## config.mk

```make
export PLATFORM = sky130hd
export DESIGN_NAME = clk_rst_ctrl
export DESIGN_NICKNAME = d
export VERILOG_FILES = /design/src/rtl/clk_rst_ctrl_pkg.sv /design/src/rtl/btn_debounce.sv /design/src/rtl/clk_rst_ctrl.sv
export SDC_FILE = /design/constraint.sdc
export NUM_CORES = 1
export LEC_CHECK = 0
export ABC_CLOCK_PERIOD_IN_PS = 4300
export CAP_MARGIN = 20
export CORE_ASPECT_RATIO = 2
export CORE_MARGIN = 2
export CORE_UTILIZATION = 60
export CTS_CLUSTER_SIZE = 8
export DETAILED_ROUTE_END_ITERATION = 8
export GPL_ROUTABILITY_DRIVEN = 0
export PLACE_DENSITY = 0.78
export SLEW_MARGIN = 30
export SYNTH_ARGS = -nofsm -noshare
export SYNTH_HDL_FRONTEND = slang
export SYNTH_SLANG_ARGS = --single-unit
export TNS_END_PERCENT = 1
```

## constraint.sdc

```tcl
create_clock -name clk -period 4.3 [get_ports clk]
set_input_delay 0.86 -clock clk [delete_from_list [all_inputs] [get_ports clk]]
set_output_delay 0.86 -clock clk [all_outputs]
set_load 0.005 [all_outputs]
```

## src/rtl/clk_rst_ctrl_pkg.sv

```systemverilog
`timescale 1ns/1ps
`default_nettype none
// ============================================================================
//  Module      : clk_rst_ctrl_pkg
//  Description : Shared helpers for the CPU clock-enable / reset / run-control
//                block. Provides the counter-width helper used to size the
//                divider, reset sequencer and debounce counters.
//  Ports       : none (package)
//  Revision    : 1.0 - initial release
// ============================================================================
package clk_rst_ctrl_pkg;

    // Width needed to hold the values 0..n-1. A one-state counter still
    // gets a single bit so that every counter is a legal vector.
    function automatic int cnt_width(input int n);
        return (n <= 1) ? 1 : $clog2(n);
    endfunction

endpackage : clk_rst_ctrl_pkg
`default_nettype wire

```

## src/rtl/btn_debounce.sv

```systemverilog
`timescale 1ns/1ps
`default_nettype none
// ============================================================================
//  Module      : btn_debounce
//  Description : Synchronises a raw asynchronous button, normalises it so
//                that 1 means pressed, and accepts a new level only after it
//                has been held for DEBOUNCE_CYCLES consecutive clocks.
//                Emits a one-cycle pulse when the accepted level becomes
//                pressed; releases produce no pulse.
//  Ports       : clk         - system clock
//                reset       - synchronous active-high reset
//                btn_in      - raw button input (asynchronous)
//                pressed     - debounced level, 1 = pressed
//                press_pulse - one-cycle strobe on accepted press
//  Revision    : 1.0 - initial release
// ============================================================================
module btn_debounce
    import clk_rst_ctrl_pkg::*;
#(
    parameter int DEBOUNCE_CYCLES = 50000,
    parameter bit ACTIVE_LOW      = 1'b1
) (
    input  logic clk,
    input  logic reset,
    input  logic btn_in,
    output logic pressed,
    output logic press_pulse
);

    localparam int               CNT_W    = cnt_width(DEBOUNCE_CYCLES);
    localparam logic [CNT_W-1:0] CNT_LAST = CNT_W'(DEBOUNCE_CYCLES - 1);
    // Raw pin level of a released button.
    localparam logic             RELEASED_RAW = ACTIVE_LOW;

    logic             r_sync1_q;
    logic             r_sync2_q;
    logic             r_stable_q;
    logic             r_pulse_q;
    logic [CNT_W-1:0] r_cnt_q;

    logic             w_sync1_d;
    logic             w_sync2_d;
    logic             w_stable_d;
    logic             w_pulse_d;
    logic [CNT_W-1:0] w_cnt_d;
    logic             w_level;

    // Synchronised level with polarity folded out: 1 = pressed.
    assign w_level = r_sync2_q ^ ACTIVE_LOW;

    always_comb begin
        w_sync1_d  = btn_in;
        w_sync2_d  = r_sync1_q;
        w_stable_d = r_stable_q;
        w_pulse_d  = 1'b0;
        w_cnt_d    = '0;
        if (w_level != r_stable_q) begin
            if (r_cnt_q == CNT_LAST) begin
                // Held long enough: accept it. The counter returns to zero
                // because the levels agree again from the next cycle.
                w_stable_d = w_level;
                w_pulse_d  = w_level;
            end else begin
                w_cnt_d = r_cnt_q + 1'b1;
            end
        end
    end

    always_ff @(posedge clk) begin
        if (reset) begin
            r_sync1_q  <= RELEASED_RAW;
            r_sync2_q  <= RELEASED_RAW;
            r_stable_q <= 1'b0;
            r_pulse_q  <= 1'b0;
            r_cnt_q    <= '0;
        end else begin
            r_sync1_q  <= w_sync1_d;
            r_sync2_q  <= w_sync2_d;
            r_stable_q <= w_stable_d;
            r_pulse_q  <= w_pulse_d;
            r_cnt_q    <= w_cnt_d;
        end
    end

    assign pressed     = r_stable_q;
    assign press_pulse = r_pulse_q;

endmodule : btn_debounce
`default_nettype wire

```

## src/rtl/clk_rst_ctrl.sv

```systemverilog
`timescale 1ns/1ps
`default_nettype none
// ============================================================================
//  Module      : clk_rst_ctrl
//  Description : CPU clock-enable, reset-sequencing and run-control block.
//                Everything runs in the system clock domain: a divider makes
//                the tick strobe, a sequencer stretches cpu_reset over
//                RESET_TICKS ticks, and three debounced buttons provide
//                pause/run toggle, single step and manual CPU reset.
//  Ports       : clk          - system clock
//                reset        - synchronous active-high block reset
//                btn_pause    - raw button, toggles run/pause
//                btn_step     - raw button, single step while paused
//                btn_reset    - raw button, restarts the CPU reset sequence
//                cpu_ce       - one-cycle CPU clock-enable strobe
//                cpu_reset    - CPU reset, active high
//                tick         - raw divider strobe, never gated
//                running      - 1 = free-running, 0 = paused
//                step_pending - step accepted but not yet issued
//  Revision    : 1.0 - initial release
// ============================================================================
module clk_rst_ctrl
    import clk_rst_ctrl_pkg::*;
#(
    parameter int SYS_CLK         = 50000000,
    parameter int CLK_OUT         = 1000000,
    parameter int RESET_TICKS     = 255,
    parameter int DEBOUNCE_CYCLES = 50000,
    parameter bit BTN_ACTIVE_LOW  = 1'b1,
    parameter bit RUN_AT_RESET    = 1'b1
) (
    input  logic clk,
    input  logic reset,
    input  logic btn_pause,
    input  logic btn_step,
    input  logic btn_reset,
    output logic cpu_ce,
    output logic cpu_reset,
    output logic tick,
    output logic running,
    output logic step_pending
);

    localparam int DIV   = SYS_CLK / CLK_OUT;
    localparam int DIV_W = cnt_width(DIV);
    localparam int RST_W = cnt_width(RESET_TICKS + 1);

    localparam logic [DIV_W-1:0] DIV_LAST = DIV_W'(DIV - 1);
    localparam logic [RST_W-1:0] RST_LAST = RST_W'(RESET_TICKS - 1);

    // ------------------------------------------------------------------
    // Button conditioning
    // ------------------------------------------------------------------
    logic w_pause_pulse;
    logic w_step_pulse;
    logic w_reset_pulse;
    logic w_pause_level;
    logic w_step_level;
    logic w_reset_level;
    // Only press events drive run control; the held levels are not needed.
    logic w_unused_levels;

    assign w_unused_levels = w_pause_level ^ w_step_level ^ w_reset_level;

    btn_debounce #(
        .DEBOUNCE_CYCLES (DEBOUNCE_CYCLES),
        .ACTIVE_LOW      (BTN_ACTIVE_LOW)
    ) u_db_pause (
        .clk         (clk),
        .reset       (reset),
        .btn_in      (btn_pause),
        .pressed     (w_pause_level),
        .press_pulse (w_pause_pulse)
    );

    btn_debounce #(
        .DEBOUNCE_CYCLES (DEBOUNCE_CYCLES),
        .ACTIVE_LOW      (BTN_ACTIVE_LOW)
    ) u_db_step (
        .clk         (clk),
        .reset       (reset),
        .btn_in      (btn_step),
        .pressed     (w_step_level),
        .press_pulse (w_step_pulse)
    );

    btn_debounce #(
        .DEBOUNCE_CYCLES (DEBOUNCE_CYCLES),
        .ACTIVE_LOW      (BTN_ACTIVE_LOW)
    ) u_db_reset (
        .clk         (clk),
        .reset       (reset),
        .btn_in      (btn_reset),
        .pressed     (w_reset_level),
        .press_pulse (w_reset_pulse)
    );

    // ------------------------------------------------------------------
    // State
    // ------------------------------------------------------------------
    logic [DIV_W-1:0] r_div_q;
    logic             r_tick_q;
    logic [RST_W-1:0] r_rst_cnt_q;
    logic             r_cpu_reset_q;
    logic             r_running_q;
    logic             r_step_pending_q;

    logic [DIV_W-1:0] w_div_d;
    logic             w_tick_d;
    logic [RST_W-1:0] w_rst_cnt_d;
    logic             w_cpu_reset_d;
    logic             w_running_d;
    logic             w_step_pending_d;
    logic             w_step_fire;

    // Tick is registered off the next count so it is high exactly while
    // the counter holds DIV-1.
    always_comb begin
        w_div_d  = (r_div_q == DIV_LAST) ? '0 : r_div_q + 1'b1;
        w_tick_d = (w_div_d == DIV_LAST);
    end

    // Reset sequencer: a button press restarts the count even mid-sequence
    // and takes priority over a coincident tick.
    always_comb begin
        w_rst_cnt_d   = r_rst_cnt_q;
        w_cpu_reset_d = r_cpu_reset_q;
        if (w_reset_pulse) begin
            w_rst_cnt_d   = '0;
            w_cpu_reset_d = 1'b1;
        end else if (r_cpu_reset_q && r_tick_q) begin
            if (r_rst_cnt_q == RST_LAST) begin
                w_cpu_reset_d = 1'b0;
            end
            w_rst_cnt_d = r_rst_cnt_q + 1'b1;
        end
    end

    // A pending step is consumed only when it is the sole reason the
    // enable fires; during reset or while running it stays queued.
    assign w_step_fire = r_tick_q & r_step_pending_q & ~r_cpu_reset_q & ~r_running_q;

    // Run control: pause and reset presses both discard a pending step,
    // so a step press in the same cycle as either is dropped.
    always_comb begin
        w_running_d      = r_running_q ^ w_pause_pulse;
        w_step_pending_d = r_step_pending_q;
        if (w_reset_pulse || w_pause_pulse) begin
            w_step_pending_d = 1'b0;
        end else if (w_step_fire) begin
            w_step_pending_d = 1'b0;
        end else if (w_step_pulse && !r_running_q && !r_step_pending_q) begin
            w_step_pending_d = 1'b1;
        end
    end

    always_ff @(posedge clk) begin
        if (reset) begin
            r_div_q          <= '0;
            r_tick_q         <= 1'b0;
            r_rst_cnt_q      <= '0;
            r_cpu_reset_q    <= 1'b1;
            r_running_q      <= RUN_AT_RESET;
            r_step_pending_q <= 1'b0;
        end else begin
            r_div_q          <= w_div_d;
            r_tick_q         <= w_tick_d;
            r_rst_cnt_q      <= w_rst_cnt_d;
            r_cpu_reset_q    <= w_cpu_reset_d;
            r_running_q      <= w_running_d;
            r_step_pending_q <= w_step_pending_d;
        end
    end

    // Gated enable built only from flops, so it is as clean as tick.
    // The CPU always sees edges during reset, even while paused.
    assign cpu_ce       = r_tick_q & (r_cpu_reset_q | r_running_q | r_step_pending_q);
    assign cpu_reset    = r_cpu_reset_q;
    assign tick         = r_tick_q;
    assign running      = r_running_q;
    assign step_pending = r_step_pending_q;

endmodule : clk_rst_ctrl
`default_nettype wire

```

**After elaboration in Yosys (flattened, before gate mapping)**

Cells that the tools add are included.

- Bits in registers: 78
- Latch bits: 0
- Memory bits (writable): 0
- Bits in read-only memories: 0
- Input bits: 5
- Output and inout port bits: 5
- Memories: 0

- $add $sub $neg: 5
- Multiply operators: 0
- Divide/modulo/power cells: 0
- Magnitude comparators: 0
- Eq/ne operators: 9
- Shifts and indexed selects: 0
- Mux-type cells: 1
- Bitwise operators: 18
- Reductions and logical operators: 18

Operators by type and width:

| operator | number |
|---|---|
| $add A16 B1 Y16 const B | 3 |
| $eq A16 B16 Y1 const B | 3 |
| $reduce_or A3 Y1 | 7 |
| $eq A6 B6 Y1 const B | 2 |
| $not A1 Y1 | 11 |
| $add A8 B1 Y8 const B | 1 |
| $eq A8 B8 Y1 const B | 1 |
| $reduce_and A2 Y1 | 4 |
| $add A6 B1 Y6 const B | 1 |
| $mux W6 | 1 |
| $and A1 B1 Y1 | 4 |
| $logic_and A1 B1 Y1 | 3 |
| $ne A1 B1 Y1 | 3 |
| $logic_not A1 Y1 | 2 |
| $or A1 B1 Y1 | 2 |
| $reduce_or A2 Y1 | 1 |
| $logic_or A1 B1 Y1 | 1 |
| $xor A1 B1 Y1 | 1 |

**Depth between registers and ports, before layout**

Gate-level depths: netlist of run 1.

- Depth in word-level cells: 4
- Mapped depth: 6

**Modules after synthesis**

From an unflattened synthesis of run 1, not the netlist that was laid out.

- Cells, all modules: 356
- Area total of the unflattened synthesis: 3318.2 um2

Modules (own cells, without submodules):

| module | times used | cells each | area an instance (um2) |
|---|---|---|---|
| btn_debounce | 3 | 90 | 843.3 |
| clk_rst_ctrl | 1 | 86 | 788.3 |

**Worst setup path after synthesis of run 1**

OpenSTA, ideal clock, no wires.

- Kind: input to register
- Start: input reset
- End: register r_rst_cnt_q[1]
- Setup time: 91 ps
- Data arrival time: 1697 ps
- Required time: 4209 ps
- Slack: 2512 ps
- Cell stages on the path: 4
- Path buffers: 2
- Cell sequence: clkbuf_1 > or2_2 > clkbuf_1 > a311oi_1

- Word-level cells in the longest chain between the ends: 1

RTL lines:

| what | RTL line | text |
|---|---|---|
| start, declared | clk_rst_ctrl.sv:33 | `input logic reset,` |
| $reduce_or A2 Y1 (no source line) | n/a |  |
| end signal, assigned | clk_rst_ctrl.sv:168 | `r_rst_cnt_q <= w_rst_cnt_d;` |
| end, declared | clk_rst_ctrl.sv:103 | `logic [RST_W-1:0] r_rst_cnt_q;` |

No other way between the ends.
A chain may end at the register's enable or synchronous reset.

**Final worst setup path of run 1**

- Start: register r_cpu_reset_q (netlist: cpu_reset)
- End: output cpu_ce

- Word-level cells in the longest chain between the ends: 3

RTL lines:

| what | RTL line | text |
|---|---|---|
| start, declared | clk_rst_ctrl.sv:104 | `logic r_cpu_reset_q;` |
| start signal, assigned | clk_rst_ctrl.sv:169 | `r_cpu_reset_q <= w_cpu_reset_d;` |
| $or A1 B1 Y1 (2 in a row) | clk_rst_ctrl.sv:177 | `assign cpu_ce = r_tick_q & (r_cpu_reset_q \| r_running_q \| r_step_pending_q);` |
| $and A1 B1 Y1 | clk_rst_ctrl.sv:177 |  |
| end, declared | clk_rst_ctrl.sv:37 | `output logic cpu_ce,` |

No other way between the ends.

==> results.yml, run 1 <==
pwr:
  pwr-share-clk_pct: 40.4
  vdd_drop_max_uv: 391
  internal-power_mw: 1.00
  total_power_mw: 1.27
  total_leakage_power_nw: 1.18
  cellPowerDensity_mw_per_mm2: 355
  combPwrFrac_pct: 1.9
  p_sw_mw: 0.268
  switching_share_pct: 21.1
  pwr-share-seq_pct: 57.7
sta:
  setup_ws_ns: 1.90
  slew_headroom_pct: 62.4
  maxSlewViolCount: 0
  period_share_pct: 55.8
  tightest_slew_ns: 0.562
  min_period_ns: 2.40
  fin_tns_setup_ns: 0
  fmax_mhz: 417
  hold_violations: 0
  finalClockSkew_ns: 0.00514
  setup_viol: 0
  holdWs_ns: 0.409
  rsz0062_at_grt: "false"
worst_setup_path:
  critPathArrivalTime_ns: 1.54
  endpoint_kind: "output pin"
  start_kind: "register"
  cp_max_fo: 10
  critical_path_class: "register to output pin"
  worstPathRequired_ns: 3.44
floorplan:
  io_pins: 10
  core_mm2: 0.00537
  start_util_pct: 61.2
  die_y_um: 109
  core.rowCount: 38
  die_x_um: 56.4
  dieArea_mm2: 0.00613
clock_network:
  clock_latency_ns: 0.35
  cts.clk_slew.worst_paths_ns: 0.07
  postCtsHoldBufs: 0
  ctsHtreeMaxLevel: 3
  cts_inserted_buffers: 9
  postCtsSetupBuffers: 0
  clkSinkCount: 78
  cts_root_buffer: "clkbuf_8"
  cts_tree: "yes"
  clk_path_buf_depth: 2
  cts.repair.resized: 0
logic_synthesis:
  ys_types: 37
  yosysSeqAreaShare_pct: 47.5
  yosysWarnings: 0
  synthesis.nets: 370
  netlist_area_mm2: 0.00329
  synthFlopType: "dfxtp_1"
  synthCells: 358
  synth-async-reset-ratio_pct: 0
  synth_edf_count: 0
  ys_ff_latch: 78
  avgSynthCellArea_um2: 9.19
grt:
  overflow: 0
  track_usage_pct: 20.9
  first_global_vias: 2382
  grt_max_degree: 20
  grt_pass1_wl_um: 9800
  antenna_found_initial: 0
route:
  dr.pass1.iters: 4
  drtAntennaViolNets: 0
  drt-initial-drc-count: 89
  avgViaCountPerCell: 5.51
  post-route-drc-count: 0
  routed_wl_um: 5450
  num_vias: 2398
  routedWlPerCell_um: 12.5
final_layout:
  final_cells: 435
  fill_cells: 460
  area_growth_pct: 8.90
  post-route-util_pct: 66.7
  final_area_mm2: 0.00358
  antennaDiodeCount: 0
  drive_gt1_share_pct: 10.1
  final_nets: 382
placement:
  dp_slack_ns: 1.79
  portBuffers: 9
  dpl-instance-area_mm2: 0.00340
  hpwl_um: 3860
  placed_cells: 419
run_status:
  outcome: "completed"
worst_hold_path:
  hp-class: "register to register"
flow_run:
  max_cap_viol_count: 0
## cell families after synthesis
kind of cell / Yosys count / share of synthesized area (%)
buffers and inverters: 20 / 3.00
XOR/XNOR: 54 / 14.4
adder cells (fa/ha/maj): 7 / 2.66
AND/OR/NAND/NOR: 186 / 29.5
multiplexers: 3 / 0.913
flip-flops: 78 / 47.5
AO/OA/AOI/OAI: 10 / 2.05
## path summary, 6_finish.rpt
| path | from | depth (start not counted) | slack, ns | end |
|---|---|---|---|---|
| worst max-delay path | cpu_reset$_SDFFE_PP1P_ | 2 | 1.90 | cpu_ce |
| worst min-delay path | u_db_reset.r_sync1_q$_SDFF_PP1_ | 1 | 0.41 | u_db_reset.r_sync2_q$_SDFF_PP1_ |
| worst max register to register | u_db_reset.r_cnt_q[0]$_SDFF_PP0_ | 5 | 2.43 | u_db_reset.r_cnt_q[3]$_SDFF_PP0_ |
| worst min register to register | u_db_reset.r_sync1_q$_SDFF_PP1_ | 1 | 0.41 | u_db_reset.r_sync2_q$_SDFF_PP1_ |
## Yosys cell counts (5+ instances only)
library cell | instances | area [µm²]
clkbuf_1 | 6 | 22.5
or2_2 | 9 | 56.3
and3_1 | 5 | 31.3
nand2_1 | 18 | 67.6
nor4_1 | 14 | 87.6
inv_1 | 12 | 45.0
nor2_1 | 63 | 236
nor2_2 | 10 | 62.6
xor2_1 | 14 | 123
dfxtp_1 | 78 | 1560
nor3_1 | 14 | 70.1
ha_1 | 7 | 87.6
nand3_1 | 21 | 105
xnor2_1 | 40 | 350
nand4_1 | 12 | 75.1
## power by group through the flow
stage	combinational, mW	clock, mW	sequential (mW)
finish	0.0246	0.514	0.733
global route	0.0287	0.559	0.733
CTS	0.0253	0.529	0.733
detailed placement	0.0253	0	0.750
global placement	0.0244	0	0.749
floorplan	0.0195	0	0.748
## cells in the final DEF (no fill, tap or decap), drive strengths merged, types with 11 or more instances in the layout
cell type	netlist	layout
dfxtp	78	78
nor2	73	73
xnor2	40	40
nand3	21	21
nand2	20	20
nor4	14	14
nor3	14	14
xor2	14	14
inv	12	12
nand4	12	12
clkbuf	6	11
## flip-flops by register name, summed over array words and instances, names as in the netlist, 6 cells and up
register,count
u_db_reset.r_cnt_q,16
u_db_step.r_cnt_q,16
u_db_pause.r_cnt_q,16
r_div_q,6
r_rst_cnt_q,8
## routing by layer
layer  up-vias  share of wire, %  global-route usage, %
met5         -                 0                      0
met4         0               3.2                   14.1
met3        16               3.5                   5.93
met2        40                53                   37.1
met1      1102                41                   20.6
li1       1240                 -                      -
## final cells by class
cell class | instances | area [µm²] | area share [%]
clock buffers | 11 | 131 | 3.67
multi-input cells | 260 | 1630 | 45.5
inverters | 12 | 45.0 | 1.26
clock inverters | 5 | 50.0 | 1.40
repair buffers | 9 | 90.1 | 2.51
flip-flops and latches | 78 | 1560 | 43.6
well taps | 60 | 75.1 | 2.10
## worst max-delay path, stage by stage (launching register included)
cell and delay [ns]:
dfxtp_1 0.52, o31a_1 0.18, clkdlybuf4s50_1 0.49
No activity file was read; power rests on OpenSTA's default activity.
==> inputs of run 2 (changes only) <==
Settings changed: ABC_CLOCK_PERIOD_IN_PS 4300 to 1900, CORE_UTILIZATION 60 to 54, PLACE_DENSITY 0.78 to 0.74.
Clock period 4.3 ns to 1.9 ns, I/O delays scaled along.
==> results.yml, run 2 (synthesis results as in run 1) <==
final_layout:
  antennaDiodeCount: 0
  reg_top3: "u_db_pause.r_cnt_q: 16 flops, u_db_reset.r_cnt_q: 16 flops, u_db_step.r_cnt_q: 16 flops"
  final_nets: 392
  area_growth_pct: 15.4
  final_cell_mix: "77 x dfxtp_1, 63 x nor2_1, 40 x xnor2_1"
  fill_cells: 498
  final_cells: 448
  final_area_mm2: 0.00380
  drive_gt1_share_pct: 12.7
  final_common_cell: "dfxtp_1"
worst_setup_path:
  reg2reg_depth: 4
  endpoint_kind: "output pin"
  path_cells: "o31a_1 -> clkdlybuf4s50_1"
  r2r-start: "u_db_reset.r_cnt_q[5]$_SDFF_PP0_"
  cp_num_buf_inv: 1
  cp_max_fo: 10
  critPathArrivalTime_ns: 1.43
  worstPathRequired_ns: 1.52
  critical_path_class: "register to output pin"
  start_kind: "register"
  path_delay_family: "buffers and inverters"
  r2r_end: "u_db_reset.r_cnt_q[5]$_SDFF_PP0_"
  critPathSlowestCell: "clkdlybuf4s50_1"
  rrSetupSlack_ns: 0.17
  crit_path_max_incr_delay_ns: 0.44
sta:
  finalClockSkew_ns: 0.00454
  slew_headroom_pct: 71.1
  hold_violations: 0
  holdWs_ns: 0.405
  min_period_ns: 1.81
  setup_viol: 0
  period_share_pct: 95.2
  tightest_slew_ns: 0.430
  fin_tns_setup_ns: 0
  fmax_mhz: 553
  rsz0062_at_grt: "false"
  maxSlewViolCount: 0
clock_network:
  ctsHtreeMaxLevel: 3
  clk_path_buf_depth: 2
  cts_inserted_buffers: 9
  cts.repair.resized: 1
  postCtsHoldBufs: 0
  cts_root_buffer: "clkbuf_16"
  clock_latency_ns: 0.33
  clkSinkCount: 78
  postCtsSetupBuffers: 0
  cts.clk_slew.worst_paths_ns: 0.05
  cts_tree: "yes"
placement:
  hpwl_um: 4090
  dpl-instance-area_mm2: 0.00348
  placed_cells: 432
  portBuffers: 9
route:
  drt-initial-drc-count: 123
  post-route-drc-count: 0
  dr_wl_met2_um: 3360
  drtAntennaViolNets: 0
  dr.pass1.iters: 4
  routedWlPerCell_um: 13.3
  wl_met3_um: 174
  top_layer: "met4"
  m1WireLength_um: 2270
  num_vias: 2487
  routed_wl_um: 5950
  avgViaCountPerCell: 5.55
worst_hold_path:
  holdPathStages: 1
  min_from: "u_db_reset.r_sync1_q$_SDFF_PP1_"
  hp-class: "register to register"
  whs_endpoint: "u_db_reset.r_sync2_q$_SDFF_PP1_"
floorplan:
  io_pins: 10
  die_y_um: 114
  die_x_um: 59.2
  start_util_pct: 55.2
  core.rowCount: 40
  core_mm2: 0.00596
  dieArea_mm2: 0.00677
flow_run:
  max_cap_viol_count: 0
grt:
  track_usage_pct: 20.9
  grt_pass1_wl_um: 10700
  grt_max_degree: 16
  overflow: 0
  antenna_found_initial: 0
  first_global_vias: 2517
pwr:
  total_leakage_power_nw: 1.29
  vdd_drop_max_uv: 733
  total_power_mw: 3.52
  cellPowerDensity_mw_per_mm2: 926
run_status:
  outcome: "completed"
run 2: changes by cell type in the layout (fill, tap and decap cells not counted):
cell,change
clkinv_2,-2
bufinv_16,+1
clkbuf_8,-8
dfxtp_2,+1
buf_4,+10
dfxtp_1,-1
clkbuf_16,+9
run 2: layer usage:
metal,GRT usage [%],vias up
met1,21.1,1183
met5,0,-
li1,-,1258
met3,5.99,9
met2,36.8,37
met4,11.1,0
run 2: layout make-up:
type                       instances  area [µm²]  area share [%]
multi-input combinational        260        1630            42.9
tap                               63        78.8            2.08
clock inverter                     4        70.1            1.85
inverter                          12        45.0            1.19
sequential                        78        1560            41.2
clock buffer                      12         246            6.49
timing repair buffer              19         165            4.35
run 2: power breakdown:
group	switching [mW]	internal, mW
sequential	0.0108	1.65
combinational	0.0332	0.0283
clock	0.614	1.18
total	0.658	2.86
run 2: stage by stage:
step | util, % | setup WS [ns]
detailed placement | 58.4 | 0.0923
floorplan | - | 0.202
global placement | 58.4 | 0.144
CTS | 63.8 | 0.0682
finish | 63.8 | 0.0904
global route | 63.8 | 0.0330
run 2: worst max path at each step:
stage / slack [ns] / depth (start not counted) / from / end
after global placement: 0.14 / 3 / reset / r_rst_cnt_q[1]$_SDFFE_PP0P_
after floorplan: 0.20 / 6 / u_db_reset.r_cnt_q[0]$_SDFF_PP0_ / u_db_reset.r_cnt_q[15]$_SDFF_PP0_
final: 0.09 / 2 / cpu_reset$_SDFFE_PP1P_ / cpu_ce
after detailed placement: 0.09 / 5 / reset / u_db_step.r_cnt_q[8]$_SDFF_PP0_
after global routing: 0.03 / 2 / cpu_reset$_SDFFE_PP1P_ / cpu_ce
after CTS: 0.07 / 2 / cpu_reset$_SDFFE_PP1P_ / cpu_ce
